$ cat src/rtl/line_sched_if.sv
// Requester and line-engine signal bundle for line_sched.
// The scheduler sits on the slave modport; requesters and the engine model sit on master.
interface line_sched_if #(
    parameter int NREQ = 4
);
    logic [NREQ-1:0]   req_valid;
    logic [8*NREQ-1:0] req_stax;
    logic [8*NREQ-1:0] req_stay;
    logic [8*NREQ-1:0] req_endx;
    logic [8*NREQ-1:0] req_endy;
    logic [NREQ-1:0]   req_ready;
    logic [NREQ-1:0]   req_done;
    logic              ld_go;
    logic              ld_busy;
    logic [7:0]        ld_stax;
    logic [7:0]        ld_stay;
    logic [7:0]        ld_endx;
    logic [7:0]        ld_endy;

    modport slave (
        input  req_valid, req_stax, req_stay, req_endx, req_endy, ld_busy,
        output req_ready, req_done, ld_go, ld_stax, ld_stay, ld_endx, ld_endy
    );

    modport master (
        output req_valid, req_stax, req_stay, req_endx, req_endy, ld_busy,
        input  req_ready, req_done, ld_go, ld_stax, ld_stay, ld_endx, ld_endy
    );
endinterface

$ cat src/rtl/line_sched.sv
// Round-robin scheduler sharing one line-drawing engine between NREQ requesters,
// with a start/draw watchdog.
//   state     | meaning
//   IDLE      | waiting for a valid request while the engine is idle
//   LAUNCH    | ld_go pulse, segment latched
//   WAIT_BUSY | waiting for the engine to raise busy
//   DRAW      | engine drawing, waiting for busy to fall
//   FIN       | completion pulse to the owner
module line_sched #(
    parameter int NREQ     = 4,
    parameter int IDW      = 2,
    parameter int START_TO = 4,
    parameter int DRAW_TO  = 600
) (
    input  logic            clk,
    input  logic            rst_n,
    line_sched_if.slave     bus,
    input  logic            clr_err_i,
    output logic            active_o,
    output logic [IDW-1:0]  grant_id_o,
    output logic            timeout_err_o
);
    localparam int             CW        = 10;
    localparam logic [CW-1:0]  START_LIM = CW'(START_TO - 1);
    localparam logic [CW-1:0]  DRAW_LIM  = CW'(DRAW_TO - 1);
    localparam logic [IDW:0]   NREQ_W    = (IDW+1)'(NREQ);

    typedef enum logic [2:0] {IDLE, LAUNCH, WAIT_BUSY, DRAW, FIN} state_t;

    state_t          state_q, state_d;
    logic [CW-1:0]   cnt_q, cnt_d, cnt_inc;
    logic [IDW-1:0]  grant_q, grant_d;
    logic [7:0]      stax_q, stax_d, stay_q, stay_d, endx_q, endx_d, endy_q, endy_d;
    logic            err_q, err_d;
    logic            timeout_c;
    logic            found_c;
    logic            grant_c;
    logic [IDW-1:0]  win_c;
    logic [IDW:0]    cand_c;

    // Search upward from the last grant, wrapping at NREQ.
    always_comb begin
        found_c = 1'b0;
        win_c   = grant_q;
        cand_c  = '0;
        for (int k = 1; k <= NREQ; k++) begin
            cand_c = {1'b0, grant_q} + (IDW+1)'(k);
            if (cand_c >= NREQ_W) cand_c = cand_c - NREQ_W;
            if (!found_c && bus.req_valid[cand_c[IDW-1:0]]) begin
                found_c = 1'b1;
                win_c   = cand_c[IDW-1:0];
            end
        end
    end

    // The engine has no reset, so a still-busy engine blocks any new grant.
    assign grant_c = (state_q == IDLE) && found_c && !bus.ld_busy && rst_n;
    assign cnt_inc = (cnt_q == '1) ? cnt_q : cnt_q + CW'(1);

    always_comb begin
        state_d   = state_q;
        cnt_d     = cnt_q;
        grant_d   = grant_q;
        stax_d    = stax_q;
        stay_d    = stay_q;
        endx_d    = endx_q;
        endy_d    = endy_q;
        timeout_c = 1'b0;
        case (state_q)
            IDLE: begin
                if (grant_c) begin
                    grant_d = win_c;
                    stax_d  = bus.req_stax[8*win_c +: 8];
                    stay_d  = bus.req_stay[8*win_c +: 8];
                    endx_d  = bus.req_endx[8*win_c +: 8];
                    endy_d  = bus.req_endy[8*win_c +: 8];
                    state_d = LAUNCH;
                end
            end
            LAUNCH: begin
                cnt_d   = '0;
                state_d = WAIT_BUSY;
            end
            WAIT_BUSY: begin
                if (bus.ld_busy) begin
                    cnt_d   = '0;
                    state_d = DRAW;
                end else if (cnt_q >= START_LIM) begin
                    timeout_c = 1'b1;
                    state_d   = FIN;
                end else begin
                    cnt_d = cnt_inc;
                end
            end
            DRAW: begin
                if (!bus.ld_busy) begin
                    state_d = FIN;
                end else if (cnt_q >= DRAW_LIM) begin
                    timeout_c = 1'b1;
                    state_d   = FIN;
                end else begin
                    cnt_d = cnt_inc;
                end
            end
            FIN:     state_d = IDLE;
            default: state_d = IDLE;
        endcase
    end

    // A timeout in the same cycle as clr_err keeps the flag set.
    assign err_d = timeout_c ? 1'b1 : (clr_err_i ? 1'b0 : err_q);

    always_ff @(posedge clk or negedge rst_n) begin
        if (!rst_n) begin
            state_q <= IDLE;
            cnt_q   <= '0;
            grant_q <= IDW'(NREQ - 1);
            stax_q  <= '0;
            stay_q  <= '0;
            endx_q  <= '0;
            endy_q  <= '0;
            err_q   <= 1'b0;
        end else begin
            state_q <= state_d;
            cnt_q   <= cnt_d;
            grant_q <= grant_d;
            stax_q  <= stax_d;
            stay_q  <= stay_d;
            endx_q  <= endx_d;
            endy_q  <= endy_d;
            err_q   <= err_d;
        end
    end

    assign bus.req_ready  = grant_c ? (NREQ'(1) << win_c) : '0;
    assign bus.req_done   = (state_q == FIN) ? (NREQ'(1) << grant_q) : '0;
    assign bus.ld_go      = (state_q == LAUNCH);
    assign bus.ld_stax    = stax_q;
    assign bus.ld_stay    = stay_q;
    assign bus.ld_endx    = endx_q;
    assign bus.ld_endy    = endy_q;
    assign active_o       = (state_q != IDLE);
    assign grant_id_o     = grant_q;
    assign timeout_err_o  = err_q;
endmodule
$ cat src/flat_wrapper.sv
// flat-port wrapper written by rule: the top's interface ports become plain ports
module line_sched_flat 
#(
    parameter int NREQ     = 4,
    parameter int IDW      = 2,
    parameter int START_TO = 4,
    parameter int DRAW_TO  = 600
)
  (clk, rst_n, clr_err_i, active_o, grant_id_o, timeout_err_o, bus_req_valid, bus_req_stax, bus_req_stay, bus_req_endx, bus_req_endy, bus_ld_busy, bus_req_ready, bus_req_done, bus_ld_go, bus_ld_stax, bus_ld_stay, bus_ld_endx, bus_ld_endy);
  line_sched_if #(.NREQ(NREQ)) bus_i ();
  input  logic clk;
  input  logic rst_n;
  input  logic clr_err_i;
  output logic active_o;
  output logic [IDW-1:0] grant_id_o;
  output logic timeout_err_o;
  input wire logic [$bits(bus_i.req_valid)-1:0] bus_req_valid;
  input wire logic [$bits(bus_i.req_stax)-1:0] bus_req_stax;
  input wire logic [$bits(bus_i.req_stay)-1:0] bus_req_stay;
  input wire logic [$bits(bus_i.req_endx)-1:0] bus_req_endx;
  input wire logic [$bits(bus_i.req_endy)-1:0] bus_req_endy;
  input wire logic [$bits(bus_i.ld_busy)-1:0] bus_ld_busy;
  output wire logic [$bits(bus_i.req_ready)-1:0] bus_req_ready;
  output wire logic [$bits(bus_i.req_done)-1:0] bus_req_done;
  output wire logic [$bits(bus_i.ld_go)-1:0] bus_ld_go;
  output wire logic [$bits(bus_i.ld_stax)-1:0] bus_ld_stax;
  output wire logic [$bits(bus_i.ld_stay)-1:0] bus_ld_stay;
  output wire logic [$bits(bus_i.ld_endx)-1:0] bus_ld_endx;
  output wire logic [$bits(bus_i.ld_endy)-1:0] bus_ld_endy;
  assign bus_i.req_valid = bus_req_valid;
  assign bus_i.req_stax = bus_req_stax;
  assign bus_i.req_stay = bus_req_stay;
  assign bus_i.req_endx = bus_req_endx;
  assign bus_i.req_endy = bus_req_endy;
  assign bus_i.ld_busy = bus_ld_busy;
  assign bus_req_ready = bus_i.req_ready;
  assign bus_req_done = bus_i.req_done;
  assign bus_ld_go = bus_i.ld_go;
  assign bus_ld_stax = bus_i.ld_stax;
  assign bus_ld_stay = bus_i.ld_stay;
  assign bus_ld_endx = bus_i.ld_endx;
  assign bus_ld_endy = bus_i.ld_endy;
  line_sched #(.NREQ(NREQ), .IDW(IDW), .START_TO(START_TO), .DRAW_TO(DRAW_TO)) u_core (.clk(clk), .rst_n(rst_n), .bus(bus_i), .clr_err_i(clr_err_i), .active_o(active_o), .grant_id_o(grant_id_o), .timeout_err_o(timeout_err_o));
endmodule
$ cat config.mk
export PLATFORM = sky130hd
export DESIGN_NAME = line_sched_flat
export DESIGN_NICKNAME = d
export VERILOG_FILES = /design/src/rtl/line_sched_if.sv /design/src/rtl/line_sched.sv /design/src/flat_wrapper.sv
export SDC_FILE = /design/constraint.sdc
export NUM_CORES = 1
export LEC_CHECK = 0
export CORE_MARGIN = 2
export CORE_UTILIZATION = 27
export CTS_CLUSTER_DIAMETER = 80
export DETAILED_ROUTE_END_ITERATION = 12
export PLACE_DENSITY = 0.53
export SYNTH_ARGS = -nofsm -noshare
export SYNTH_HDL_FRONTEND = slang
export SYNTH_SLANG_ARGS = --single-unit
export TNS_END_PERCENT = 5
$ cat constraint.sdc
create_clock -name clk -period 5.7 [get_ports clk]
set_input_delay 1.14 -clock clk [delete_from_list [all_inputs] [get_ports clk]]
set_output_delay 1.14 -clock clk [all_outputs]
set_load 0.01 [all_outputs]
# Word-level counts from Yosys, hierarchy flattened
# Cells that the tools add are included.
[op_classes] bitwise=0 n_lt_le_gt_ge=10 n_mux=41 n_shift=6 addsub=9 div=0 n_mul=0 n_eq_ne=11 n_reduce_logical=17
[op_table] cell="$shiftx A32 B6 Y8" n=4
[op_table] cell="$mux W10" n=5
[op_table] cell="$pmux W10 S3" n=1
[op_table] cell="$mux W2" n=8
[op_table] cell="$mux W3" n=5
[op_table] cell="$mux W1" n=14
[op_table] cell="$ge A3 B3 Y1 const B" n=4
[op_table] cell="$lt A2 B3 Y1 const B" n=4
[op_table] cell="$pmux W3 S4" n=1
[op_table] cell="$add A10 B1 Y10 const B" n=1
[op_table] cell="$eq A10 B10 Y1 const B" n=1
[op_table] cell="$ge A10 B10 Y1 const B" n=1
[op_table] cell="$ge A10 B2 Y1 const B" n=1
[op_table] cell="$bmux W1 S2" n=4
[op_table] cell="$mux W4" n=2
[op_table] cell="$shl A1 B2 Y4 const A" n=2
[op_table] cell="$sub A2 B1 Y2 const B" n=4
[op_table] cell="$add A2 B2 Y3 const B" n=2
[op_table] cell="$eq A3 B2 Y1 const B" n=2
[op_table] cell="$logic_and A1 B1 Y1" n=6
[op_table] cell="$ne A3 B2 Y1 const B" n=2
[op_table] cell="$reduce_bool A3 Y1" n=2
[op_table] cell="$logic_not A1 Y1" n=4
[op_table] cell="$ne A2 B2 Y1 const B" n=2
[op_table] cell="12 further kinds" n=12
[totals] latch_bits=0 ramBits=0 ff_bits=48 n_memories=0 romBits=0

# Longest topological paths before layout
# Gate-level depths: netlist of run 1.
[depth] depth_word=20 mapped_depth=15 depth_no_buf=8

# Worst setup path before layout of run 1
# Ideal clock, no wire load.
[synth_timing] path_kind="register to output" startpoint="register u_core.grant_q[0] (netlist: u_core.grant_id_o[0])" endpoint="output bus_req_ready[2]" arrival_ns=2.884 path_stages_with_launch=14 slack_ns=1.676 path_cell_list="dfstp_2 -> buf_2 -> inv_2 -> clkbuf_1 -> ha_1 -> buf_2 -> nand2b_1 -> a21oi_1 -> o21ai_1 -> o41a_1 -> buf_2 -> buf_6 -> buf_6 -> nor3_1"
[synth_between] elab_chain_cells=19 word_cells_on_any_way=43 cone_classes="8 x add/sub; 4 x order compare; 1 x shift; 21 x mux; 9 x reduce/logical"
[synth_rtl] element="from (decl)" line="line_sched.sv:32" source="logic [IDW-1:0] grant_q, grant_d;"
[synth_rtl] element="from (signal assigned)" line="line_sched.sv:117" source="grant_q <= IDW'(NREQ - 1);"
[synth_rtl] element="from (signal assigned)" line="line_sched.sv:126" source="grant_q <= grant_d;"
[synth_rtl] element="$add A2 B1 Y3" line="line_sched.sv:47" source="cand_c = {1'b0, grant_q} + (IDW+1)'(k);"
[synth_rtl] element="$ge A3 B3 Y1 or $sub A2 B1 Y2 (tied branches)" line="line_sched.sv:48" source="if (cand_c >= NREQ_W) cand_c = cand_c - NREQ_W;"
[synth_rtl] element="$mux W2" line="line_sched.sv:48"
[synth_rtl] element="$bmux W1 S2" line="line_sched.sv:49" source="if (!found_c && bus.req_valid[cand_c[IDW-1:0]]) begin"
[synth_rtl] element="$mux W1 (implied by the code)" line="line_sched.sv:49"
[synth_rtl] element="$mux W1" line="line_sched.sv:49"
[synth_rtl] element="$logic_not A1 Y1" line="line_sched.sv:49"
[synth_rtl] element="$logic_and A1 B1 Y1" line="line_sched.sv:49"
[synth_rtl] element="$mux W1" line="line_sched.sv:49"
[synth_rtl] element="$logic_not A1 Y1" line="line_sched.sv:49"
[synth_rtl] element="$logic_and A1 B1 Y1" line="line_sched.sv:49"
[synth_rtl] element="$mux W1" line="line_sched.sv:49"
[synth_rtl] element="$logic_not A1 Y1" line="line_sched.sv:49"
[synth_rtl] element="$logic_and A1 B1 Y1" line="line_sched.sv:49"
[synth_rtl] element="$mux W1" line="line_sched.sv:49"
[synth_rtl] element="$logic_and A1 B1 Y1 (3 in series)" line="line_sched.sv:57" source="assign grant_c = (state_q == IDLE) && found_c && !bus.ld_busy && rst_n;"
[synth_rtl] element="$mux W4 (*)" line="line_sched.sv:135" source="assign bus.req_ready = grant_c ? (NREQ'(1) << win_c) : '0;"
[synth_rtl] element="to (decl)" line="flat_wrapper.sv:23" source="output wire logic [$bits(bus_i.req_ready)-1:0] bus_req_ready;"
# Mark *: on every way between the ends. The rest lies on a longest branch, timed or not. The select of a mux whose other input is x is not followed.

# Worst setup path in the final report of run 1
[layout_timing] startpoint="input bus_req_valid[0]" endpoint="output bus_req_ready[2]"
[layout_between] elab_chain_cells=16 word_cells_on_any_way=27 cone_classes="1 x shift; 17 x mux; 9 x reduce/logical"
[layout_rtl] element="from (decl)" line="flat_wrapper.sv:17" source="input wire logic [$bits(bus_i.req_valid)-1:0] bus_req_valid;"
[layout_rtl] element="$bmux W1 S2" line="line_sched.sv:49"
[layout_rtl] element="$mux W1 (implied by the code)" line="line_sched.sv:49"
[layout_rtl] element="$mux W1" line="line_sched.sv:49"
[layout_rtl] element="$logic_not A1 Y1" line="line_sched.sv:49"
[layout_rtl] element="$logic_and A1 B1 Y1" line="line_sched.sv:49"
[layout_rtl] element="$mux W1" line="line_sched.sv:49"
[layout_rtl] element="$logic_not A1 Y1" line="line_sched.sv:49"
[layout_rtl] element="$logic_and A1 B1 Y1" line="line_sched.sv:49"
[layout_rtl] element="$mux W1" line="line_sched.sv:49"
[layout_rtl] element="$logic_not A1 Y1" line="line_sched.sv:49"
[layout_rtl] element="$logic_and A1 B1 Y1" line="line_sched.sv:49"
[layout_rtl] element="$mux W1" line="line_sched.sv:49"
[layout_rtl] element="$logic_and A1 B1 Y1 (3 in series)" line="line_sched.sv:57"
[layout_rtl] element="$mux W4 (*)" line="line_sched.sv:135"
# Marks and branches as above.

==> impl_metrics.json, run 1 <==
{
  "status": "finished clean",
  "first_pass_iters": 4,
  "io_buffers": 180,
  "antenna_found_initial": 0,
  "period_share": 0.855,
  "yosysTopAreaCell": "dfrtp_1",
  "synthArstFlopShare": 1.00,
  "synth_ff_type": "dfrtp_1",
  "max-cap-violations": 0,
  "die_w_um": 127,
  "core.rowCount": 44,
  "fillCellCount": 1478,
  "fin_crit_ns": 4.88,
  "yosys-top-cells-area": "dfrtp_1 (28%), o211a_1 (7.9%), and3_1 (6.3%), a211oi_1 (5.9%), a22oi_1 (5.9%)",
  "vias": 4596,
  "multi_input_area_um2": 2630,
  "routed_wirelength_um": 15300,
  "fin_skew_ns": 0.00470,
  "setup_viol_count_final": 0,
  "cts_setup_buffers": 0,
  "hold_viol_final": 0,
  "ys_ff_latch": 48,
  "ir_drop_v": 0.000345,
  "regArea_um2": 1200,
  "slew_violations": 0,
  "reg2reg_to": "u_core.bus.ld_endy[7]",
  "gp_congestion": 0.816,
  "grt_max_degree": 67,
  "drc_errors": 0,
  "start_util": 0.278,
  "track_usage": 0.188,
  "path_class": "primary input to output pin",
  "syn_to_final_growth_pct": 50.8,
  "yosysWarnings": 0,
  "synthCells": 496,
  "fmax_mhz": 205,
  "dpl_cell_area_um2": 5990,
  "hp-class": "flop to flop",
  "clk_latency_ns": 0.29,
  "p_leak_nw": 2.59,
  "grt_pass1_vias": 4669,
  "clkTransAtPathRegs_ns": 0.06,
  "tns_ns": 0,
  "dp.final_hpwl_um": 10500,
  "synth-edff-count": 0,
  "cts_tree": "built",
  "crit_required_ns": 4.56,
  "avgSynthCellArea_um2": 8.20,
  "synth.top_cell.area_share": 0.283,
  "postCtsHoldBufs": 0,
  "critPathLaunch": "bus_req_valid[0]",
  "gr-total-overflow": 0,
  "fin_area_um2": 6130,
  "diodes": 0,
  "worst_pin_slew_ns": 1.08,
  "arrival_ns": 3.74,
  "final_common_cell": "clkdlybuf4s50_1",
  "r2r.worst_path.cells": 10,
  "worstPathMaxFanout": 11,
  "clock_sinks": 48,
  "cts_buffers": 5,
  "yosysUniqueCellTypes": 48,
  "nNetsFinal": 781,
  "chipHeight_um": 127,
  "htreeDepth": 2,
  "crit_end": "bus_req_ready[2]",
  "cts_root_buf": "clkbuf_16",
  "relSlewSlack": 0.277,
  "powerDensity_nw_per_um2": 486,
  "layout_setup_ws_ns": 0.824,
  "wire_per_inst_um": 18.6,
  "synthesis.area_um2": 4070,
  "synthesis.nets": 637,
  "cp-start-kind": "primary input",
  "ant_nets": 0,
  "rsz0062_at_grt": "no",
  "grt_first_pass_wirelength_um": 24400,
  "layout-drive-gt1-share": 0.0577,
  "drtIter0Drc": 226,
  "clk_path_buf_depth": 2,
  "synth_seq_area_share": 0.296,
  "viasPerCell": 5.57,
  "num_io_pins": 181,
  "post_cts_resized": 0,
  "place_ws_ns": 0.862,
  "layout_common_cells": "clkdlybuf4s50_1 (179), dfrtp_1 (46), nand2_1 (41), and3_1 (41), a31oi_1 (34)",
  "endpoint_kind": "output pin",
  "coreArea_um2": 14600,
  "dieArea_um2": 16100,
  "r2r-start": "u_core.grant_id_o[0]",
  "reg2reg_slack_ns": 2.17
}
## how the worst min path moves through the flow
stage	startpoint	to	slack (ns)	cells past startpoint
6_report	u_core.bus.ld_stay[5]	u_core.bus.ld_stay[5]	0.48	2
5_1_grt	u_core.bus.ld_stay[5]	u_core.bus.ld_stay[5]	0.50	2
4_1_cts	u_core.bus.ld_stax[5]	u_core.bus.ld_stax[5]	0.48	2
3_5_place_dp	u_core.bus.ld_stay[5]	u_core.bus.ld_stay[5]	0.47	2
3_3_place_gp	u_core.bus.ld_stax[2]	u_core.bus.ld_stax[2]	0.46	2
2_1_floorplan	u_core.cnt_q[0]	u_core.cnt_q[0]	0.50	1
## flip-flops by register name, summed over array words and instances, names as in the netlist
name and cells:
u_core.bus.ld_endx 8, u_core.bus.ld_endy 8, u_core.bus.ld_stax 8, u_core.bus.ld_stay 8
u_core.cnt_q 10, u_core.grant_id_o 2, u_core.state_q 3, u_core.timeout_err_o 1
## kinds of logic after synthesis
| kind of cell | share of synthesized area |
|---|---|
| mux | 0.0154 |
| xor+xnor | 0.00215 |
| fa+ha+maj | 0.0154 |
| flops | 0.296 |
| compound gates | 0.388 |
| buf+inv | 0.0701 |
| simple gates | 0.213 |
## critical path, cell delays in order
cell and delay [ns]:
clkdlybuf4s50_1 0.72, a2111oi_0 0.20, a41oi_1 0.23, a21oi_1 0.09
o41a_2 0.57, nor3_1 0.22, clkdlybuf4s50_1 0.56
## layout make-up
class                           count  share of cell area
Sequential cell                    48               0.196
Clock buffer                        8              0.0239
Inverter                           11             0.00673
Tap cell                          184              0.0375
Timing Repair Buffer              191               0.306
Multi-Input combinational cell    383               0.429
## metrics by stage
step                utilization  cells  hold WS (ns)  power, mW
floorplan                     -    496         0.498       1.95
finish                    0.419    825         0.476       2.98
detailed placement        0.409    817         0.466       2.70
global route              0.419    825         0.501       3.24
global placement          0.409    817         0.463       2.66
CTS                       0.419    825         0.481       3.02
## routing by layer
metal  vias to the layer above  track usage  wire length, µm
met2                       173        0.318             7280
li1                       2201            -                -
met4                         0       0.0705              413
met3                        24       0.0460              982
met5                         -            0                0
met1                      2198        0.234             6640
## cells in the mapped netlist, drive strengths merged (2+ instances only)
library cell  instances
mux2                  2
nand3                12
a21oi                17
nor3b                 2
nand3b                2
ha                    5
dfrtp                46
nor2b                33
dfstp                 2
a41oi                 3
clkbuf               35
o31ai                36
a22oi                32
o211a                32
a31oi                36
nand2b                3
buf                  19
mux2i                 4
o21ai                14
a211oi               32
and3                 41
nor2                 14
o211ai                2
nand2                41
or4b                  2
inv                  11
nor3                  4
## power by group
part           internal [mW]  switching, mW
registers              0.476          0.102
logic                  0.881           1.21
clock network          0.176          0.134
total                   1.53           1.45
No activity file was read; power rests on OpenSTA's default activity.
==> run 2, diff against run 1 <==
==> constraint.sdc (replaced) <==
create_clock -name clk -period 5.7 [get_ports clk]
set_input_delay 1.425 -clock clk [delete_from_list [all_inputs] [get_ports clk]]
set_output_delay 1.425 -clock clk [all_outputs]
set_load 0.01 [all_outputs]
==> run 2 against run 1 <==
Sequential power grew 0.7%. Core utilization up 0.094 points. Global-route usage down 0.11 points. Clock power barely moved. Wire length down 0.11%. Combinational power barely moved. Critical path depth stayed put.
==> impl_metrics.json, run 2 (synthesized netlist as in run 1, its figures left out) <==
{
  "grt_max_degree": 47,
  "num_io_pins": 181,
  "postCtsHoldBufs": 0,
  "dp.cells": 818,
  "combPwrFrac": 0.702,
  "gr-total-overflow": 0,
  "cp-start-kind": "primary input",
  "coreArea_um2": 14600,
  "worst_pin_slew_ns": 1.09,
  "crit_slowest_cell": "clkdlybuf4s50_1",
  "fillCellCount": 1491,
  "multi_input_area_um2": 2630,
  "clkTransAtPathRegs_ns": 0.06,
  "worstPathMaxFanout": 11,
  "status": "finished clean",
  "rsz0062_at_grt": "no",
  "power_switching_share": 0.486,
  "track_usage": 0.187,
  "r2r-start": "u_core.grant_id_o[1]",
  "ant_nets": 0,
  "p_total_mw": 3.00,
  "clk_latency_ns": 0.29,
  "fin_crit_ns": 5.43,
  "htreeDepth": 2,
  "largest_register_ffs": 10,
  "fin_area_um2": 6150,
  "fin_skew_ns": 0.00487,
  "r2r.worst_path.cells": 9,
  "layout_setup_ws_ns": 0.275,
  "post_cts_resized": 0,
  "dieArea_um2": 16100,
  "relSlewSlack": 0.276,
  "min_to": "u_core.bus.ld_stax[5]",
  "holdWs_ns": 0.472,
  "slew_violations": 0,
  "min_path_cells": 2,
  "drtIter0Drc": 281,
  "crit_path_max_incr_delay_ns": 0.68,
  "p_sw_mw": 1.46,
  "nNetsFinal": 782,
  "arrival_ns": 4.00,
  "layout-drive-gt1-share": 0.0608,
  "dp.final_hpwl_um": 10600,
  "min-delay-start": "u_core.bus.ld_stax[5]",
  "clk_path_buf_depth": 2,
  "wire_per_inst_um": 18.5,
  "powerDensity_nw_per_um2": 488,
  "antenna_found_initial": 0,
  "largest_register": "u_core.cnt_q",
  "final_common_cell": "clkdlybuf4s50_1",
  "grt_first_pass_wirelength_um": 24300,
  "hold_viol_final": 0,
  "clock_sinks": 48,
  "cts_tree": "built",
  "reg2reg_to": "u_core.bus.ld_endx[5]",
  "core.rowCount": 44,
  "dpl_cell_area_um2": 6000,
  "max-cap-violations": 0,
  "drc_errors": 0,
  "post-route-util": 0.420,
  "endpoint_kind": "output pin",
  "ir_drop_v": 0.000398,
  "grt_pass1_vias": 4536,
  "diodes": 0,
  "stdcell_count": 825,
  "chipHeight_um": 127,
  "die_w_um": 127,
  "cts_buffers": 5,
  "viasPerCell": 5.59,
  "p_int_mw": 1.54,
  "hp-class": "flop to flop",
  "setup_viol_count_final": 0,
  "critPathMostFrequentCell": "clkdlybuf4s50_1",
  "place_ws_ns": 0.279,
  "path_class": "primary input to output pin",
  "regArea_um2": 1200,
  "period_share": 0.952,
  "first_pass_iters": 6,
  "p_clk_frac": 0.104,
  "fmax_mhz": 184,
  "start_util": 0.278,
  "reg2reg_slack_ns": 2.21,
  "syn_to_final_growth_pct": 51.2,
  "crit_chain": "clkdlybuf4s50_1, a2111oi_0, a41oi_1, a21oi_1, o41a_2, nor3_1, clkdlybuf4s50_1",
  "tns_ns": 0,
  "seq_power_share": 0.194,
  "cts_root_buf": "clkbuf_16",
  "gp_congestion": 0.823,
  "cts_setup_buffers": 0,
  "critPathLaunch": "bus_req_valid[0]",
  "layout_common_cells": "clkdlybuf4s50_1 (179), dfrtp_1 (46), nand2_1 (41), and3_1 (41), a31oi_1 (34)",
  "io_buffers": 180,
  "crit_required_ns": 4.28,
  "routed_wirelength_um": 15300,
  "vias": 4614,
  "p_leak_nw": 2.60
}
[run 2: cell types whose count changed in the layout (fill, tap and decap cells not counted)]
cell / previous run / this run
clkbuf_1: 2 / 0
buf_4: 11 / 12
clkbuf_8: 1 / 2
[run 2: per-layer routing]
layer / share of wire / track usage / routed length [µm]
met2: 0.48 / 0.313 / 7360
met5: 0 / 0 / 0
met3: 0.066 / 0.0371 / 1020
met4: 0.015 / 0.0595 / 224
met1: 0.44 / 0.244 / 6690
[run 2: cell type report]
type | instances | share of cell area
inverter | 11 | 0.00672
multi-input combinational | 383 | 0.428
clock buffer | 7 | 0.0248
timing repair buffer | 192 | 0.307
sequential | 48 | 0.196
tap | 184 | 0.0374
[run 2: power by group through the flow]
stage	Combinational [mW]	Clock, mW	Sequential, mW
global route	2.32	0.335	0.600
CTS	2.13	0.326	0.583
global placement	2.10	0	0.581
floorplan	1.35	0	0.607
detailed placement	2.12	0	0.584
finish	2.10	0.311	0.582
[run 2: worst max-delay path, delay by kind of cell]
family / cells / cell delay, ns
buffers and inverters: 2 / 1.25
AOI/OAI and AO/OA: 4 / 1.12
and+or+nand+nor: 1 / 0.20
[run 2: how the worst max path moves through the flow]
stage / to / slack [ns] / cells after the start
global route: bus_req_ready[0] / 0.03 / 7
finish: bus_req_ready[2] / 0.27 / 7
global placement: bus_req_ready[2] / 0.37 / 7
detailed placement: bus_req_ready[2] / 0.28 / 7
floorplan: bus_req_ready[0] / 1.16 / 10
CTS: bus_req_ready[2] / 0.28 / 7
==> run 3, diff against run 2 <==
SKIP_CTS_REPAIR_TIMING = 1   (was not set)
==> results of run 3 <==
Final layout, timing and power as in run 2 (identical DEF).
